### src/rtl/ps2_pkg.sv
// Shared definitions for the PS/2 keyboard receive path.
package ps2_pkg;

  typedef enum logic [1:0] {
    ST_IDLE  = 2'd0,
    ST_SHIFT = 2'd1,
    ST_CHECK = 2'd2
  } ps2_state_e;

  localparam int PS2_FRAME_BITS = 11;
  // Bits captured after the start bit: 8 data, parity, stop.
  localparam int PS2_SHIFT_BITS = PS2_FRAME_BITS - 1;

  localparam int DEF_FIFO_DEPTH     = 8;
  localparam int DEF_FILTER_LEN     = 4;
  localparam int DEF_TIMEOUT_CYCLES = 50000;

  // Odd parity over data+parity and a high stop bit.
  function automatic logic frame_ok(input logic [PS2_SHIFT_BITS-1:0] bits);
    return (^bits[8:0]) & bits[9];
  endfunction

endpackage

### src/rtl/ps2_rx_fifo_sync_fifo.sv
// Scan-code queue: wrap-bit pointers, combinational head read gated to zero when empty.
module sync_fifo #(
  parameter int WIDTH = 8,
  parameter int DEPTH = 8
) (
  input  logic             clk,
  input  logic             rst,
  input  logic             push,
  input  logic [WIDTH-1:0] wr_data,
  input  logic             pop,
  output logic [WIDTH-1:0] rd_data,
  output logic             full,
  output logic             empty
);

  localparam int AW = $clog2(DEPTH);

  logic [AW:0]      wr_ptr_q, wr_ptr_d;
  logic [AW:0]      rd_ptr_q, rd_ptr_d;
  logic [WIDTH-1:0] mem_q [DEPTH];
  logic             push_ok;
  logic             pop_ok;

  assign empty = (wr_ptr_q == rd_ptr_q);
  assign full  = (wr_ptr_q[AW] != rd_ptr_q[AW]) &&
                 (wr_ptr_q[AW-1:0] == rd_ptr_q[AW-1:0]);

  // A simultaneous pop frees a slot, so a push into a full queue still lands.
  assign pop_ok  = pop && !empty;
  assign push_ok = push && (!full || pop_ok);

  always_comb begin
    wr_ptr_d = wr_ptr_q;
    rd_ptr_d = rd_ptr_q;
    if (push_ok) wr_ptr_d = wr_ptr_q + (AW+1)'(1);
    if (pop_ok)  rd_ptr_d = rd_ptr_q + (AW+1)'(1);
  end

  always_ff @(posedge clk or negedge rst) begin
    if (!rst) begin
      wr_ptr_q <= '0;
      rd_ptr_q <= '0;
    end else begin
      wr_ptr_q <= wr_ptr_d;
      rd_ptr_q <= rd_ptr_d;
    end
  end

  always_ff @(posedge clk) begin
    if (push_ok) mem_q[wr_ptr_q[AW-1:0]] <= wr_data;
  end

  assign rd_data = empty ? '0 : mem_q[rd_ptr_q[AW-1:0]];

endmodule

### src/rtl/ps2_rx_fifo.sv
// PS/2 receiver: pin conditioning, frame deframing/checking and a read-to-pop scan-code queue.
module ps2_rx_fifo
  import ps2_pkg::*;
#(
  parameter int FIFO_DEPTH     = DEF_FIFO_DEPTH,
  parameter int FILTER_LEN     = DEF_FILTER_LEN,
  parameter int TIMEOUT_CYCLES = DEF_TIMEOUT_CYCLES
) (
  input  logic       clk,
  input  logic       rst,
  input  logic       kclk,
  input  logic       kdata,
  input  logic       keyboard_cs,
  output logic [7:0] kb_data,
  output logic       kb_ready,
  output logic       overflow,
  output logic       frame_err
);

  localparam int FW = $clog2(FILTER_LEN + 1);
  localparam int TW = $clog2(TIMEOUT_CYCLES + 1);

  logic [1:0]                kclk_sync_q, kclk_sync_d;
  logic [1:0]                kdata_sync_q, kdata_sync_d;
  logic [FW-1:0]             filt_cnt_q, filt_cnt_d;
  logic                      kclk_filt_q, kclk_filt_d;
  logic                      fall_q, fall_d;
  logic                      cs_q, cs_d;

  ps2_state_e                state_q, state_d;
  logic [3:0]                bit_cnt_q, bit_cnt_d;
  logic [PS2_SHIFT_BITS-1:0] shift_q, shift_d;
  logic [TW-1:0]             timer_q, timer_d;
  logic                      overflow_q, overflow_d;
  logic                      frame_err_q, frame_err_d;

  logic                      fifo_push;
  logic                      fifo_full;
  logic                      fifo_empty;
  logic                      pop_req;
  logic                      pop_fire;

  // Filtered clock only follows the synchronized pin after FILTER_LEN agreeing samples.
  always_comb begin
    kclk_sync_d  = {kclk_sync_q[0], kclk};
    kdata_sync_d = {kdata_sync_q[0], kdata};
    kclk_filt_d  = kclk_filt_q;
    filt_cnt_d   = '0;
    if (kclk_sync_q[1] != kclk_filt_q) begin
      if (filt_cnt_q == FW'(FILTER_LEN - 1)) kclk_filt_d = kclk_sync_q[1];
      else                                   filt_cnt_d  = filt_cnt_q + FW'(1);
    end
    fall_d = kclk_filt_q & ~kclk_filt_d;
    cs_d   = keyboard_cs;
  end

  assign pop_req  = keyboard_cs & ~cs_q;
  assign pop_fire = pop_req & ~fifo_empty;

  always_comb begin
    state_d     = state_q;
    bit_cnt_d   = bit_cnt_q;
    shift_d     = shift_q;
    timer_d     = timer_q;
    overflow_d  = overflow_q;
    frame_err_d = 1'b0;
    fifo_push   = 1'b0;

    if (pop_fire) overflow_d = 1'b0;

    unique case (state_q)
      ST_IDLE: begin
        if (fall_q && !kdata_sync_q[1]) begin
          state_d   = ST_SHIFT;
          bit_cnt_d = '0;
          timer_d   = '0;
        end
      end
      ST_SHIFT: begin
        if (fall_q) begin
          // LSB arrives first, so shift in from the top.
          shift_d   = {kdata_sync_q[1], shift_q[PS2_SHIFT_BITS-1:1]};
          bit_cnt_d = bit_cnt_q + 4'd1;
          timer_d   = '0;
          if (bit_cnt_q == 4'(PS2_SHIFT_BITS - 1)) state_d = ST_CHECK;
        end else if (timer_q == TW'(TIMEOUT_CYCLES - 1)) begin
          frame_err_d = 1'b1;
          state_d     = ST_IDLE;
        end else begin
          timer_d = timer_q + TW'(1);
        end
      end
      ST_CHECK: begin
        state_d = ST_IDLE;
        if (frame_ok(shift_q)) begin
          fifo_push = 1'b1;
          if (fifo_full && !pop_fire) overflow_d = 1'b1;
        end else begin
          frame_err_d = 1'b1;
        end
      end
      default: state_d = ST_IDLE;
    endcase
  end

  always_ff @(posedge clk or negedge rst) begin
    if (!rst) begin
      kclk_sync_q  <= 2'b11;
      kdata_sync_q <= 2'b11;
      filt_cnt_q   <= '0;
      kclk_filt_q  <= 1'b1;
      fall_q       <= 1'b0;
      cs_q         <= 1'b0;
      state_q      <= ST_IDLE;
      bit_cnt_q    <= '0;
      shift_q      <= '0;
      timer_q      <= '0;
      overflow_q   <= 1'b0;
      frame_err_q  <= 1'b0;
    end else begin
      kclk_sync_q  <= kclk_sync_d;
      kdata_sync_q <= kdata_sync_d;
      filt_cnt_q   <= filt_cnt_d;
      kclk_filt_q  <= kclk_filt_d;
      fall_q       <= fall_d;
      cs_q         <= cs_d;
      state_q      <= state_d;
      bit_cnt_q    <= bit_cnt_d;
      shift_q      <= shift_d;
      timer_q      <= timer_d;
      overflow_q   <= overflow_d;
      frame_err_q  <= frame_err_d;
    end
  end

  sync_fifo #(
    .WIDTH (8),
    .DEPTH (FIFO_DEPTH)
  ) u_fifo (
    .clk     (clk),
    .rst     (rst),
    .push    (fifo_push),
    .wr_data (shift_q[7:0]),
    .pop     (pop_req),
    .rd_data (kb_data),
    .full    (fifo_full),
    .empty   (fifo_empty)
  );

  assign kb_ready  = ~fifo_empty;
  assign overflow  = overflow_q;
  assign frame_err = frame_err_q;

endmodule
### config.mk
export PLATFORM = sky130hd
export DESIGN_NAME = ps2_rx_fifo
export DESIGN_NICKNAME = d
export VERILOG_FILES = /design/src/rtl/ps2_pkg.sv /design/src/rtl/ps2_rx_fifo_sync_fifo.sv /design/src/rtl/ps2_rx_fifo.sv
export SDC_FILE = /design/constraint.sdc
export NUM_CORES = 1
export LEC_CHECK = 0
export BUFFER_PORTS_ARGS = -buffer_cell sky130_fd_sc_hd__buf_4
export CORE_MARGIN = 2
export CORE_UTILIZATION = 55
export DETAILED_ROUTE_END_ITERATION = 16
export GPL_TIMING_DRIVEN = 0
export PLACE_DENSITY = 0.84
export SETUP_SLACK_MARGIN = 0.1
export SLEW_MARGIN = 20
export SYNTH_ARGS = -nofsm -noshare
export SYNTH_HDL_FRONTEND = slang
export SYNTH_SLANG_ARGS = --single-unit
### constraint.sdc
create_clock -name clk -period 6.3 [get_ports clk]
set_input_delay 0.315 -clock clk [delete_from_list [all_inputs] [get_ports clk]]
set_output_delay 0.315 -clock clk [all_outputs]
set_load 0.05 [all_outputs]
==> results of run 1 <==
==> power by group <==
| group | switching (mW) | total, mW | internal (mW) |
|---|---|---|---|
| Combinational | 0.270 | 0.436 | 0.166 |
| Sequential | 0.0354 | 0.877 | 0.842 |
| Clock | 0.363 | 0.935 | 0.571 |
| Total | 0.669 | 2.25 | 1.58 |
==> path summary, 6_finish.rpt <==
check | start | cells after the start | slack, ps | to
setup / recovery | shift_q[2] | 6 | 3030 | u_fifo.mem_q[6][7]
hold / removal | kdata_sync_q[0] | 0 | 350 | kdata_sync_q[1]
setup reg to reg | shift_q[2] | 6 | 3030 | u_fifo.mem_q[6][7]
hold reg to reg | kdata_sync_q[0] | 0 | 350 | kdata_sync_q[1]
max in group asynchronous | rst | 2 | 5500 | shift_q[7]
min in group asynchronous | rst | 2 | 360 | u_fifo.rd_ptr_q[2]
==> logic make-up (layout without fill, tap and decap cells) <==
| logic type | Yosys count | count (layout) | synth area share (%) |
|---|---|---|---|
| adder cells (fa/ha/maj) | 9 | 9 | 2.22 |
| multiplexers | 41 | 41 | 12.5 |
| AO/OA/AOI/OAI | 40 | 40 | 4.57 |
| AND/OR/NAND/NOR | 98 | 98 | 10.9 |
| flip-flops | 116 | 116 | 63.7 |
| buffers and inverters | 20 | 73 | 1.68 |
| XOR/XNOR | 22 | 22 | 4.37 |
==> cells in the final DEF, fill, tap and decap left out, types with 3 or more instances in the layout <==
cell type	netlist	final
nand4_1	6	6
mux4_2	16	16
nor4_1	5	3
dlygate4sd3_1	0	4
nor3_1	5	3
dfrtp_1	47	47
nor2_1	19	19
dfstp_2	5	5
buf_1	3	3
xor2_1	10	10
nor3b_1	4	4
nand3_1	7	7
xnor2_1	9	9
a21oi_1	6	6
a22o_1	3	3
o21ai_0	22	22
nand2b_1	4	4
ha_1	9	9
edfxtp_1	64	64
nor2b_1	3	3
clkinv_4	0	3
inv_6	0	7
inv_1	7	7
nand2_1	27	27
mux2i_1	9	9
buf_4	0	17
clkbuf_16	0	16
clkbuf_1	7	7
mux2_2	15	15
==> routing by layer <==
metal  global-route usage, %  vias to the layer above  wire [µm]
met1                    27.2                     1503       4020
met5                       0                        -          0
met3                    6.75                        9        465
met2                    35.8                       77       5050
met4                    7.17                        0         87
li1                        -                     1378          -
==> area by class of cell <==
type                            count  area, µm²
Clock buffer                       17        414
Sequential cell                   116       3230
Tap cell                          111        139
Timing Repair Buffer               21        168
Clock inverter                     15        168
Buffer                             13       58.8
Inverter                            7       26.3
Fill cell                         615       3070
Multi-Input combinational cell    210       1790
==> flip-flops by register name, indices dropped and copies added, names as in the netlist, 2 cells and up <==
| signal | count |
|---|---|
| filt_cnt_q | 3 |
| timer_q | 16 |
| shift_q | 10 |
| state_q | 2 |
| kclk_sync_q | 2 |
| u_fifo.rd_ptr_q | 4 |
| bit_cnt_q | 4 |
| u_fifo.wr_ptr_q | 4 |
| u_fifo.mem_q | 64 |
| kdata_sync_q | 2 |
==> metrics by stage <==
step	utilization, %	hold slack (ps)
floorplan	-	19.4
global placement	58.7	345
detailed placement	59.1	347
CTS	65.9	355
global route	66.1	360
finish	66.1	355
==> impl_metrics.yaml, run 1 <==
sta:
  max_slew.worst_pin.slew_ps: 1090
  finalSetupTns_ps: 0
  period_share_pct: 51.9
  setup_viol: 0
  slew_headroom_pct: 27.4
  clock-skew-final_ps: 11.2
  fmax_mhz: 306
  period_needed_ps: 3270
  setup_ws_ps: 3030
  finalHoldViolCount: 0
  drv_slew: 0
  rsz0062_at_grt: "no"
finish:
  finalNetCount: 400
  drive_gt1_share_pct: 24.8
  diodes: 0
  design_area_mm2: 0.00599
  instances_no_fill: 510
  area_growth_pct: 18.3
place:
  dp.final_hpwl_mm: 5.83
  dp.cells: 474
  io_buffers: 15
  pre_cts_slack_ps: 2940
  placed_cell_area_mm2: 0.00536
  place_congestion: 0.863
pwr:
  power_mw: 2.25
  powerDensity_mw_per_mm2: 375
  leakagePower_nw: 2.35
  peakVddDrop_uv: 248
die:
  pin_count: 16
  die_width_um: 100
  fp.dieH_um: 100
  dieArea_mm2: 0.0100
  initial_core_util_pct: 55.9
  core_area_mm2: 0.00906
  fp-row-count: 35
setup_path:
  cp_num_buf_inv: 1
  cp-start-kind: "flop"
  crit_required_ps: 6430
  crit_type: "reg2reg"
  crit_path_end_kind: "flop"
  max_stage_delay_ps: 890
  crit_path_cell_trace: "xnor2_1 -> xnor3_1 -> xnor2_2 -> or3b_1 -> buf_6 -> nor4b_2"
  arrival_ps: 3400
  path_max_fanout: 11
  cp_slowest_cell: "nor4b_2"
  cp_top_family: "simple AND/OR/NAND/NOR gates"
global_routing:
  antenna_found_initial: 0
  gr-total-overflow: 0
  grt_max_degree: 53
  grt_pass1_wl_mm: 16.0
  grtUsageTotal_pct: 21.5
  first_global_vias: 3161
logic_synthesis:
  synthArstFlopShare_pct: 44.8
  yosysWarnings: 0
  netlist_area_mm2: 0.00507
  yosys-top-cells-area: "edfxtp_1 (38%), dfrtp_1 (23%), mux4_2 (7.1%), mux2_2 (3.3%), dfstp_2 (2.6%)"
  synth_common_cells: "edfxtp_1 (64), dfrtp_1 (47), nand2_1 (27)"
  yosysTopAreaCell: "edfxtp_1"
  synth-edff-count: 64
  syn_nets: 360
  yosysTopAreaCellShare_pct: 37.9
  synth_cells: 346
  synth_seq_area_share_pct: 63.7
  avgSynthCellArea_um2: 14.6
  netlist-cell-type-count: 48
  synth_flop_cell: "edfxtp_1"
  synth.most_common_cell: "edfxtp_1"
  synth-seq-cells: 116
routing:
  wire_per_inst_um: 18.9
  drc: 0
  drtPass1Iterations: 4
  drtAntennaViolNets: 0
  totalWireLength_mm: 9.62
  vias_per_cell: 5.82
  vias: 2967
  drt_iter0_drc: 198
status:
  status: "complete, no violations"
clock_tree:
  post-cts-setup-buffers: 0
  htreeDepth: 4
  cts_hold_buf: 4
  clock_path_buffers: 2
  cts_tree: "built"
  cts.sinks: 116
  cts-root-buf: "clkbuf_8"
  insertion_delay_ps: 520
  clk_pin_slew_ps: 60
  cts_made_buffers: 17
  cts_resized: 0
run:
  cap_viol_max_count: 0
hold_path:
  hp-class: "reg2reg"
(Power assumes the default switching activity.)
==> inputs of run 2 (changes only) <==
- PLACE_DENSITY: 0.84 -> 0.87
- clock period: 6.3 -> 3 ns (I/O delays scaled with it)
==> impl_metrics.yaml, run 2 (same netlist as run 1, synthesis figures left out) <==
routing:
  vias_per_cell: 5.93
  drc: 0
  drtPass1Iterations: 4
  wl_met2_mm: 5.18
  drt_iter0_drc: 184
  totalWireLength_mm: 9.73
  vias: 3038
  wl_met3_um: 418
  met1Wirelength_mm: 3.97
  drtAntennaViolNets: 0
  wire_per_inst_um: 19.0
  highest_layer: "met4"
sta:
  setup_viol: 0
  period_share_pct: 92.1
  max_slew.worst_pin.slew_ps: 834
  drv_slew: 0
  rsz0062_at_grt: "no"
  finalHoldViolCount: 0
  hold-worst-slack_ps: 202
  slew_headroom_pct: 42.8
  fmax_mhz: 362
  period_needed_ps: 2760
  clock-skew-final_ps: 9.12
setup_path:
  cp-start-kind: "flop"
  cp_slowest_cell: "dfrtp_1"
  crit_path_cell_trace: "xnor2_1 -> xnor3_1 -> xnor2_2 -> or3b_1 -> buf_6 -> nor4b_4 -> buf_12"
  crit_path_end_kind: "flop"
  crit_required_ps: 3220
  crit_type: "reg2reg"
  r2r_cells: 7
  path_max_fanout: 11
  arrival_ps: 2990
  max_stage_delay_ps: 490
finish:
  multi_input_area_mm2: 0.00183
  layout_commonest_cell: "edfxtp_1"
  finalNetCount: 402
  largest_register_ff_count: 64
  drive_gt1_share_pct: 26.4
  fillers: 584
  area_growth_pct: 20.7
  fin_util_pct: 67.5
  layout_common_cells: "edfxtp_1 (64), dfrtp_1 (46), nand2_1 (27)"
  regArea_mm2: 0.00323
  diodes: 0
pwr:
  peakVddDrop_uv: 630
  p_clk_share_pct: 43.0
  sequentialPowerShare_pct: 38.0
  switching_share_pct: 28.0
  powerDensity_mw_per_mm2: 793
  pwr-share-comb_pct: 19.0
  intPower_mw: 3.49
  switchingPower_mw: 1.36
  leakagePower_nw: 2.40
clock_tree:
  cts_made_buffers: 17
  cts_tree: "built"
  insertion_delay_ps: 510
  htreeDepth: 4
  cts.sinks: 116
  clock_path_buffers: 2
  clk_pin_slew_ps: 60
  cts-root-buf: "clkbuf_8"
hold_path:
  hp-class: "in2async"
die:
  dieArea_mm2: 0.0100
  die_width_um: 100
  fp-row-count: 35
  fp.dieH_um: 100
  core_area_mm2: 0.00906
  initial_core_util_pct: 55.9
  pin_count: 16
place:
  place_congestion: 0.881
  io_buffers: 15
  dp.final_hpwl_mm: 5.96
global_routing:
  grtUsageTotal_pct: 21.2
  first_global_vias: 3143
  antenna_found_initial: 0
  gr-total-overflow: 0
  grt_pass1_wl_mm: 15.9
  grt_max_degree: 53
status:
  status: "complete, no violations"
run:
  cap_viol_max_count: 0
run 2: cell types whose count changed in the layout (fill, tap and decap cells not counted), moves of 2 or more:
cell | before | now
buf_1 | 3 | 1
buf_12 | 0 | 2
buf_2 | 2 | 4
bufinv_16 | 2 | 4
clkbuf_1 | 7 | 5
clkbuf_2 | 0 | 3
clkinv_4 | 3 | 1
inv_6 | 7 | 2
nor3_2 | 2 | 0
nor3_4 | 0 | 2
nor4_2 | 2 | 0
nor4_4 | 0 | 2
run 2: worst paths after layout:
check / slack [ps] / endpoint / start
max: 240 / u_fifo.mem_q[4][7] / shift_q[2]
max reg2reg: 240 / u_fifo.mem_q[4][7] / shift_q[2]
min: 200 / timer_q[14] / rst
max in group asynchronous: 2300 / shift_q[5] / rst
min in group clk: 290 / kclk_sync_q[0] / kclk
min reg2reg: 350 / kclk_sync_q[1] / kclk_sync_q[0]
run 2: area by class of cell:
cell class | instances | share of cell area (%)
Timing Repair Buffer | 24 | 3.52
Clock buffer | 20 | 7.12
Tap cell | 111 | 2.27
Sequential cell | 116 | 52.8
Inverter | 7 | 0.430
Multi-Input combinational cell | 210 | 29.9
Clock inverter | 12 | 2.92
Buffer | 12 | 1.00
run 2: repair_timing:
action	4_1_cts	5_1_grt
pin swaps	2	1
endpoints found under the setup margin	49	37
hold endpoints to repair	50	0
resized for setup	9	7
hold buffers	4	0
buffers inserted	3	0
run 2: critical path, delay by kind of cell (launching register included):
| family | cells | cell delay (ps) |
|---|---|---|
| buffers and inverters | 2 | 350 |
| and+or+nand+nor | 2 | 710 |
| DFF | 1 | 490 |
| xor gates and xnor gates | 3 | 900 |
run 2: metrics by stage:
step / total power [mW] / worst slack, ps / cell area (µm²) / std cells / setup TNS (ps)
6_report: 4.85 / 238 / 6120 / 512 / 0
3_5_place_dp: 2.78 / -366 / 5350 / 474 / -7510
3_3_place_gp: 2.72 / -709 / 5320 / 472 / -17390
4_1_cts: 4.87 / 86.5 / 6100 / 512 / 0
2_1_floorplan: 2.53 / 40.7 / 5070 / 346 / 0
5_1_grt: 5.04 / 108 / 6120 / 512 / 0
run 2: power groups by stage:
| stage | registers (mW) | clock network [mW] | logic, mW |
|---|---|---|---|
| final | 1.84 | 2.09 | 0.923 |
| after global routing | 1.86 | 2.18 | 1.01 |
| after CTS | 1.84 | 2.10 | 0.930 |
| after detailed placement | 1.87 | 0 | 0.903 |
| after global placement | 1.86 | 0 | 0.859 |
| after floorplan | 1.85 | 0 | 0.682 |
run 2: routing by layer:
metal | global-route usage, % | up-vias
met5 | 0 | -
met4 | 8.75 | 0
met3 | 4.46 | 16
met2 | 37.1 | 99
met1 | 25.9 | 1530
li1 | - | 1393
